`config.mk`:
```
export PLATFORM = sky130hd
export DESIGN_NAME = obi_rr_arbiter
export DESIGN_NICKNAME = d
export VERILOG_FILES = /design/src/rtl/obi_arb_pkg.sv /design/src/rtl/obi_arb_id_fifo.sv /design/src/rtl/obi_rr_arbiter.sv
export SDC_FILE = /design/constraint.sdc
export NUM_CORES = 1
export LEC_CHECK = 0
export ABC_AREA = 1
export BUFFER_PORTS_ARGS = -buffer_cell sky130_fd_sc_hd__buf_4
export CORE_AREA = 10 10 159 161
export CTS_CLUSTER_SIZE = 16
export DETAILED_ROUTE_END_ITERATION = 7
export DIE_AREA = 0 0 169 171
export HOLD_SLACK_MARGIN = 0.15
export PLACE_DENSITY = 0.51
export SLEW_MARGIN = 20
export SYNTH_ARGS = -nofsm -noshare
export SYNTH_HDL_FRONTEND = slang
export SYNTH_SLANG_ARGS = --single-unit
```
`constraint.sdc`:
```
create_clock -name clk_i -period 3.7 [get_ports clk_i]
set_input_delay 0.74 -clock clk_i [delete_from_list [all_inputs] [get_ports clk_i]]
set_output_delay 0.74 -clock clk_i [all_outputs]
set_load 0.02 [all_outputs]
```
`src/rtl/obi_arb_pkg.sv`:
```
// obi_arb_pkg: shared widths and the round-robin pick function for the OBI arbiter.
// Provides OBI_ADDR_W/OBI_DATA_W/OBI_BE_W, the rr_pick_t result type and rr_pick().
package obi_arb_pkg;
   localparam int OBI_ADDR_W = 32;
   localparam int OBI_DATA_W = 32;
   localparam int OBI_BE_W   = 4;
   localparam int RR_MAX_REQ = 32;
   localparam int RR_IDX_W   = 5;
   typedef struct packed {
      logic                valid;
      logic [RR_IDX_W-1:0] idx;
   } rr_pick_t;
   // First set bit of req at or above prio, wrapping modulo n. Scanning from the
   // farthest offset down lets the nearest hit overwrite the others without a break.
   function automatic rr_pick_t rr_pick(input logic [RR_MAX_REQ-1:0] req, input int n, input int prio);
      rr_pick_t r;
      int       k;
      r = '0;
      for (int i = RR_MAX_REQ - 1; i >= 0; i--) begin
         if (i < n) begin
            k = prio + i;
            if (k >= n) k = k - n;
            if (req[k]) r = '{valid: 1'b1, idx: RR_IDX_W'(k)};
         end
      end
      return r;
   endfunction
endpackage

```
`src/rtl/obi_arb_id_fifo.sv`:
```
// obi_arb_id_fifo: in-order FIFO of granted requester IDs awaiting their response.
// Ports: clk_i/rst_i (sync, active-high), push_i/data_i write, pop_i read,
// head_o oldest entry, full_o/empty_o registered occupancy flags.
module obi_arb_id_fifo #(
   parameter int DEPTH = 2,
   parameter int WIDTH = 2
) (
   input  logic             clk_i,
   input  logic             rst_i,
   input  logic             push_i,
   input  logic [WIDTH-1:0] data_i,
   input  logic             pop_i,
   output logic [WIDTH-1:0] head_o,
   output logic             full_o,
   output logic             empty_o
);
   localparam int PW = DEPTH > 1 ? $clog2(DEPTH) : 1;
   localparam int CW = $clog2(DEPTH + 1);
   logic [WIDTH-1:0] mem_q [DEPTH];
   logic [PW-1:0]    wptr_q, wptr_d, rptr_q, rptr_d;
   logic [CW-1:0]    cnt_q, cnt_d;
   logic             do_push, do_pop;
   always_comb begin
      full_o  = cnt_q == CW'(DEPTH);
      empty_o = cnt_q == '0;
      head_o  = mem_q[rptr_q];
      do_push = push_i & ~full_o;
      do_pop  = pop_i & ~empty_o;
      wptr_d  = do_push ? (wptr_q == PW'(DEPTH - 1) ? '0 : wptr_q + 1'b1) : wptr_q;
      rptr_d  = do_pop ? (rptr_q == PW'(DEPTH - 1) ? '0 : rptr_q + 1'b1) : rptr_q;
      cnt_d   = (do_push & ~do_pop) ? cnt_q + 1'b1 : (do_pop & ~do_push) ? cnt_q - 1'b1 : cnt_q;
   end
   always_ff @(posedge clk_i) begin
      if (rst_i) begin
         wptr_q <= '0;
         rptr_q <= '0;
         cnt_q  <= '0;
      end else begin
         wptr_q <= wptr_d;
         rptr_q <= rptr_d;
         cnt_q  <= cnt_d;
         if (do_push) mem_q[wptr_q] <= data_i;
      end
   end
endmodule

```
`src/rtl/obi_rr_arbiter.sv`:
```
// obi_rr_arbiter: round-robin share of one OBI master port among NUM_REQ requesters.
// Ports: req/addr/we/be/wdata_i per requester in, gnt_o/rvalid_o per requester out,
// rdata_o broadcast response, obi_* downstream request/response, err_o sticky flag
// for a response that arrives with nothing outstanding.
module obi_rr_arbiter
   import obi_arb_pkg::*;
#(
   parameter int NUM_REQ         = 4,
   parameter int MAX_OUTSTANDING = 2
) (
   input  logic                               clk_i,
   input  logic                               rst_i,
   input  logic [NUM_REQ-1:0]                 req_i,
   input  logic [NUM_REQ-1:0][OBI_ADDR_W-1:0] addr_i,
   input  logic [NUM_REQ-1:0]                 we_i,
   input  logic [NUM_REQ-1:0][OBI_BE_W-1:0]   be_i,
   input  logic [NUM_REQ-1:0][OBI_DATA_W-1:0] wdata_i,
   output logic [NUM_REQ-1:0]                 gnt_o,
   output logic [NUM_REQ-1:0]                 rvalid_o,
   output logic [OBI_DATA_W-1:0]              rdata_o,
   output logic                               obi_req_o,
   output logic [OBI_ADDR_W-1:0]              obi_addr_o,
   output logic                               obi_we_o,
   output logic [OBI_BE_W-1:0]                obi_be_o,
   output logic [OBI_DATA_W-1:0]              obi_wdata_o,
   input  logic                               obi_gnt_i,
   input  logic                               obi_rvalid_i,
   input  logic [OBI_DATA_W-1:0]              obi_rdata_i,
   output logic                               err_o
);
   localparam int IDW = $clog2(NUM_REQ);
   logic [IDW-1:0] prio_q, prio_d, lock_idx_q, lock_idx_d, win, head;
   logic           locked_q, locked_d, err_q, err_d, full, empty, gnt, pop;
   rr_pick_t       pick;
   always_comb begin
      // Eligibility uses the registered full flag, so a same-cycle pop never frees a slot early.
      pick        = rr_pick(RR_MAX_REQ'(req_i & {NUM_REQ{~full}}), NUM_REQ, int'(prio_q));
      // A stalled request stays on the bus until granted; lock overrides arbitration.
      win         = locked_q ? lock_idx_q : IDW'(pick.idx);
      obi_req_o   = locked_q | pick.valid;
      gnt         = obi_req_o & obi_gnt_i;
      gnt_o       = gnt ? NUM_REQ'(1) << win : '0;
      obi_addr_o  = obi_req_o ? addr_i[win] : '0;
      obi_we_o    = obi_req_o & we_i[win];
      obi_be_o    = obi_req_o ? be_i[win] : '0;
      obi_wdata_o = obi_req_o ? wdata_i[win] : '0;
      pop         = obi_rvalid_i & ~empty;
      rvalid_o    = pop ? NUM_REQ'(1) << head : '0;
      rdata_o     = obi_rdata_i;
      prio_d      = gnt ? (win == IDW'(NUM_REQ - 1) ? '0 : win + 1'b1) : prio_q;
      locked_d    = obi_req_o & ~obi_gnt_i;
      lock_idx_d  = win;
      err_d       = err_q | (obi_rvalid_i & empty);
      err_o       = err_q;
   end
   always_ff @(posedge clk_i) begin
      if (rst_i) begin
         prio_q     <= '0;
         lock_idx_q <= '0;
         locked_q   <= 1'b0;
         err_q      <= 1'b0;
      end else begin
         prio_q     <= prio_d;
         lock_idx_q <= lock_idx_d;
         locked_q   <= locked_d;
         err_q      <= err_d;
      end
   end
   obi_arb_id_fifo #(
      .DEPTH(MAX_OUTSTANDING),
      .WIDTH(IDW)
   ) u_id_fifo (
      .clk_i  (clk_i),
      .rst_i  (rst_i),
      .push_i (gnt),
      .data_i (win),
      .pop_i  (pop),
      .head_o (head),
      .full_o (full),
      .empty_o(empty)
   );
endmodule

```
## After elaboration in Yosys (flattened, before gate mapping)

Memory sizes are Yosys's and may differ from the RTL's. A register that Yosys moved wholly into a read port is not among the register bits.
Cells that the tools add are included.

- Logic and storage cells: 96
- Bits in registers: 10
- Memories kept: 1
- Output and inout port bits: 111
- Bits in writable memories: 4

Memory list:

| name | words | bits a word | read ports | clocked after Yosys merged registers in | wr ports | line | text |
|---|---|---|---|---|---|---|---|
| u_id_fifo.mem_q | 2 | 2 | 1 | 1 | 1 | obi_arb_id_fifo.sv:19 | `logic [WIDTH-1:0] mem_q [DEPTH];` |

- Add/subtract/negate cells: 12
- Reduce and logical (&&, ||, !) cells: 2
- Eq/ne operators: 2
- Bitwise gates (word level): 17
- Shifts and indexed selects: 2
- Mux-type cells: 44
- $lt $le $gt $ge: 9

Operator list:

| operator | number |
|---|---|
| $mux W32 | 8 |
| $bmux W32 S2 | 2 |
| $lt A32 B7 Y1 const B | 4 |
| $mux W6 | 4 |
| $bmux W1 S5 | 4 |
| $mux W1 | 16 |
| $mux W4 | 4 |
| $sub A3 B3 Y4 const B | 3 |
| $and A1 B1 Y1 | 9 |
| $ge A3 B3 Y1 const B | 3 |
| $bmux W4 S2 | 1 |
| $mux W2 | 4 |
| $shl A1 B2 Y4 const A | 2 |
| $add A2 B2 Y3 const B | 2 |
| $not A1 Y1 | 5 |
| $add A2 B1 Y2 const B | 2 |
| $and A4 B4 Y4 | 1 |
| $eq A2 B2 Y1 const B | 2 |
| $sub A2 B3 Y4 const B | 1 |
| $add A2 B1 Y3 const B | 1 |
| $ge A2 B3 Y1 const B | 1 |
| $lt A2 B3 Y1 const B | 1 |
| $add A1 B1 Y1 const B | 2 |
| $bmux W1 S2 | 1 |
| other kinds (4) | 5 |

## Logic depth before layout (Yosys ltp)

- Depth after elaboration: 17
- Depth in mapped cells: 17
- Mapped depth without buffers: 17

## Cells and area by module

Synthesis repeated with hierarchy kept, for this count alone.

- Cells, all modules: 950
- Area total of the unflattened synthesis: 4918.5 um2

Modules (own cells, without submodules):

| module | cells each | seq. area each (um2) | area each (um2) | times used |
|---|---|---|---|---|
| obi_rr_arbiter | 906 | 120.1 | 4510.6 | 1 |
| obi_arb_id_fifo | 44 | 220.2 | 407.9 | 1 |

## Worst setup path after synthesis

OpenSTA, ideal clock, no wires.

- Path kind: register to output
- Start point: register prio_q[0]
- End point: output obi_addr_o[25]
- Stages on the path, launching flop included: 16
- Arrival time: 2.236 ns
- Slack: 0.724 ns
- Buffers on the path: 2
- Data required time: 2.960 ns
- Cell sequence: dfxtp_1 inv_2 ha_1 inv_1 nand3_1 nand2_1 nand2_1 nand2_1 nand2_1 nand3_2 nand2_2 buf_6 buf_2 nand2_1 nand3_1 a21oi_1

- Cells in the longest elaborated chain, start to end: 14
- Elaborated cells on any way between the ends: 36
- Classes of those cells: 7 x add/sub; 4 x order compare; 24 x mux; 1 x bitwise

Ends and longest elaborated chain:

| element | line | text |
|---|---|---|
| from (decl) | obi_rr_arbiter.sv:32 | `logic [IDW-1:0] prio_q, prio_d, lock_idx_q, lock_idx_d, win, head;` |
| from (signal assigned) | obi_rr_arbiter.sv:63 | `prio_q <= prio_d;` |
| $add A2 B2 Y3 | obi_arb_pkg.sv:21 | `k = prio + i;` |
| $sub A3 B3 Y4 or $ge A3 B3 Y1 (tied branches) | obi_arb_pkg.sv:22 | `if (k >= n) k = k - n;` |
| $mux W32 | obi_arb_pkg.sv:22 |  |
| $bmux W1 S5 | obi_arb_pkg.sv:23 | `if (req[k]) r = '{valid: 1'b1, idx: RR_IDX_W'(k)};` |
| $mux W1 (implied by the code) (2 in a row) | obi_arb_pkg.sv:23 |  |
| $mux W6 (3 in a row) | obi_arb_pkg.sv:23 |  |
| $mux W6 (*) | obi_arb_pkg.sv:23 |  |
| $mux W2 (*) | obi_rr_arbiter.sv:39 | `win = locked_q ? lock_idx_q : IDW'(pick.idx);` |
| named net lock_idx_d[0] | obi_rr_arbiter.sv:32 |  |
| $bmux W32 S2 (*) | obi_rr_arbiter.sv:43 | `obi_addr_o = obi_req_o ? addr_i[win] : '0;` |
| $mux W32 (implied by the code) (*) | obi_rr_arbiter.sv:43 |  |
| $mux W32 (*) | obi_rr_arbiter.sv:43 |  |
| to (decl) | obi_rr_arbiter.sv:22 | `output logic [OBI_ADDR_W-1:0] obi_addr_o,` |

Mark *: on every way through the listed nets, which the timed path passes. The rest lies on a longest branch. The select of a mux whose other input is x is not followed.

## Worst setup path in the final report

- Start point: register prio_q[1]
- End point: output obi_wdata_o[12]

- Cells in the longest elaborated chain, start to end: 14
- Elaborated cells on any way between the ends: 36
- Classes of those cells: 7 x add/sub; 4 x order compare; 24 x mux; 1 x bitwise

Ends and longest elaborated chain:

| element | line | text |
|---|---|---|
| $add A2 B2 Y3 | obi_arb_pkg.sv:21 |  |
| $sub A3 B3 Y4 or $ge A3 B3 Y1 (tied branches) | obi_arb_pkg.sv:22 |  |
| $mux W32 | obi_arb_pkg.sv:22 |  |
| $bmux W1 S5 | obi_arb_pkg.sv:23 |  |
| $mux W1 (implied by the code) (2 in a row) | obi_arb_pkg.sv:23 |  |
| $mux W6 (3 in a row) | obi_arb_pkg.sv:23 |  |
| $mux W6 (*) | obi_arb_pkg.sv:23 |  |
| $mux W2 | obi_rr_arbiter.sv:39 |  |
| $bmux W32 S2 | obi_rr_arbiter.sv:46 | `obi_wdata_o = obi_req_o ? wdata_i[win] : '0;` |
| $mux W32 (implied by the code) | obi_rr_arbiter.sv:46 |  |
| $mux W32 (*) | obi_rr_arbiter.sv:46 |  |
| to (decl) | obi_rr_arbiter.sv:25 | `output logic [OBI_DATA_W-1:0] obi_wdata_o,` |

Every way passes the cells marked *; elsewhere a longest branch is shown, timed or not. The select of a mux whose other input is x is not followed.

==> run summary <==
Area Overhead vs Synth = 67.2%
Htree depth = 1
CTS Sinks = 15
Slowest stage cell on the critical path = dfxtp_2
DRT Wirelength = 25,100 µm
Sequential share of the synthesized area = 0.0778
Gr ovfl total = 0
CP peak stage delay = 350 ps
Clock root buffer = clkbuf_16
I/O pin count = 427
Routability congestion estimate = 0.835
Slew @ Worst Pin = 632 ps
CP Capture Type = output port
Largest area contributor in the netlist = nand2_1
Final ANT Viol Nets = 0
Starting density of the core = 0.197
Area contributors post-synth = nand2_1, nand3_1, inv_1
Width of the die = 169 µm
Final Cycle Share = 0.936
Netlist Area Pre-Place = 4380 µm²
Top routing layer used = met4
Outcome = finished, final reports clean
Arr. time, crit path = 2720 ps
FP Rows = 55
CORE AREA = 22,200 µm²
Met2 wire len = 12,500 µm
Clock Path Buffers = 2
Half-perimeter wire length after placement = 19,000 µm
Most frequent CP cell = nand2_1
Distinct cell type count after synthesis = 26
Max Clock Freq = 289 MHz
Initial antenna violation count = 1
Die Y = 171 µm
Post-synth ARST share = 0
Final min period = 3460 ps
Hold_buf cts = 0
Initial DRC Count = 505
Nets = 1,524
Largest net degree at the start of global routing = 78
Number of flops mapped to enable cells by yosys = 4
Die area = 28,900 µm²
Avg Inst Size Synth = 4.77 µm²
Via density = 4.52
RSZ-0062 raised after global routing = false
Min-Delay Path Class = reg2reg
Vias in the first global route = 6,455
Final setup viols = 0
Max-Slew Margin vs Limit = 0.579
CTS tree = yes
Crit-path max FO = 36
TritonRoute pass-1 iters = 6
Yosys synthesis warning count = 0
Wirelength per Cell = 16.9 µm
Final hold violation count = 0
Gate Count Post-Synth = 918
Crit-path cells = inv_1 > ha_1 > inv_1 > nand3_1 > nand2_1 > a21oi_1 > nand2_1 > nand3_4 > nand2_8 > buf_16 > nand2_1 > nand2_1 > nand2_1 > a21oi_1 > buf_4
Post-synth top area share = 0.267
Max-slew violations = 0
Clk slew on worst S/H paths = 50 ps
Port Buffers = 362
Setup TNS Final = 0 ps
Worst Path Required = 2960 ps
Critical path startpoint category = flop
GRT Util Overall = 0.153
Met1 wire length = 10,200 µm
Fraction of final layout cells with drive strength greater than 1 = 0.329
Met3 routed WL = 2150 µm
Post-synth top flop = dfxtp_1
CP bufs+invs = 4
CTS Buf Count = 3
Setup Skew = 2.84 ps
Top delay family on crit path = simple AND/OR/NAND/NOR gates
First-pass GRT wire length = 36,700 µm
Vias = 6,724
Clk_lat worst skew = 240 ps
Syn nets = 1,239
DRC violations left = 0
Max Cap Violations = 0
Setup CP Type = reg2out
Yosys reg bits = 15
cells in the final DEF, fill, tap and decap left out, drive strengths merged:
cell and instances:
diode 1, a211oi 1, ha 5, nand3 226, nor3 6, edfxtp 4, dfxtp 11, buf 377
or2 1, mux2i 1, inv 156, o21ai 3, clkbuf 5, o21a 1, nor2 11, a21oi 77
o21bai 1, clkinv 1, a31oi 1, nand2 314
state kept, by name (all words and copies together), names as in the netlist, named ones only:
| signal | flops |
|---|---|
| u_id_fifo.mem_q | 4 |
| lock_idx_q | 2 |
| prio_q | 2 |
| u_id_fifo.cnt_q | 2 |
| err_o | 1 |
| locked_q | 1 |
| u_id_fifo.rptr_q | 1 |
| u_id_fifo.wptr_q | 1 |
cell usage after synthesis (2+ instances only):
cell type / instances
nand2_1: 311
nand3_1: 225
inv_1: 150
a21oi_1: 77
buf_4: 36
clkbuf_1: 32
buf_2: 24
dfxtp_1: 11
nor2_1: 11
buf_1: 6
inv_2: 6
nor3_1: 6
ha_1: 5
edfxtp_1: 4
nand2_2: 2
o21ai_0: 2
kinds of logic after synthesis:
family / after synthesis / share of synthesized area
simple gates: 558 / 0.549
mux: 1 / 0.00229
buf+inv: 255 / 0.258
flops: 15 / 0.0778
compound gates: 84 / 0.0981
fa+ha+maj: 5 / 0.0143
path summary, 6_finish.rpt:
check | slack [ps] | startpoint | cells after the start | end
setup / recovery | 240 | prio_q[1] | 15 | obi_wdata_o[12]
hold reg to reg | 470 | u_id_fifo.wptr_q | 2 | u_id_fifo.wptr_q
hold / removal | 470 | u_id_fifo.wptr_q | 2 | u_id_fifo.wptr_q
setup reg to reg | 1010 | prio_q[1] | 15 | u_id_fifo.cnt_q[1]
what timing repair did:
action / CTS / global route
buffers inserted: 0 / 2
resized for setup: 0 / 5
endpoints found under the hold margin: 0 / 0
setup endpoints to repair: 0 / 45
stage by stage:
stage / std cells / hold WS [ps] / instance area [µm²] / utilization / setup slack, ps
2_1_floorplan: 918 / 444 / 4380 / - / 724
3_3_place_gp: 1479 / 453 / 7120 / 0.321 / 337
3_5_place_dp: 1479 / 459 / 7120 / 0.321 / 338
4_1_cts: 1483 / 466 / 7200 / 0.324 / 131
5_1_grt: 1488 / 486 / 7320 / 0.329 / 39.4
6_report: 1488 / 465 / 7320 / 0.329 / 235
worst reg2reg max path: cells and delay by family (launching register included):
kind / cells / cell delay (ps)
AOI/OAI and AO/OA: 4 / 520
DFF: 1 / 350
adders and majority gates: 2 / 640
buffers and inverters: 4 / 380
and+or+nand+nor: 5 / 740
layout make-up:
type / count / area, µm²
Inverter: 156 / 586
Antenna cell: 1 / 2.50
Clock buffer: 3 / 75.1
Multi-Input combinational cell: 648 / 2940
Sequential cell: 15 / 342
Tap cell: 285 / 357
Timing Repair Buffer: 379 / 3020
Fill cell: 2560 / 14900
Clock inverter: 1 / 5.00
layer usage:
layer,track usage,vias to the layer above
met5,0,-
met1,0.185,3036
met4,0.0195,0
met3,0.0470,22
met2,0.266,267
li1,-,3399
Power is left out: the tool's default activity adds up to more than one toggle a clock period on the data nets, which glitch-free logic cannot reach.
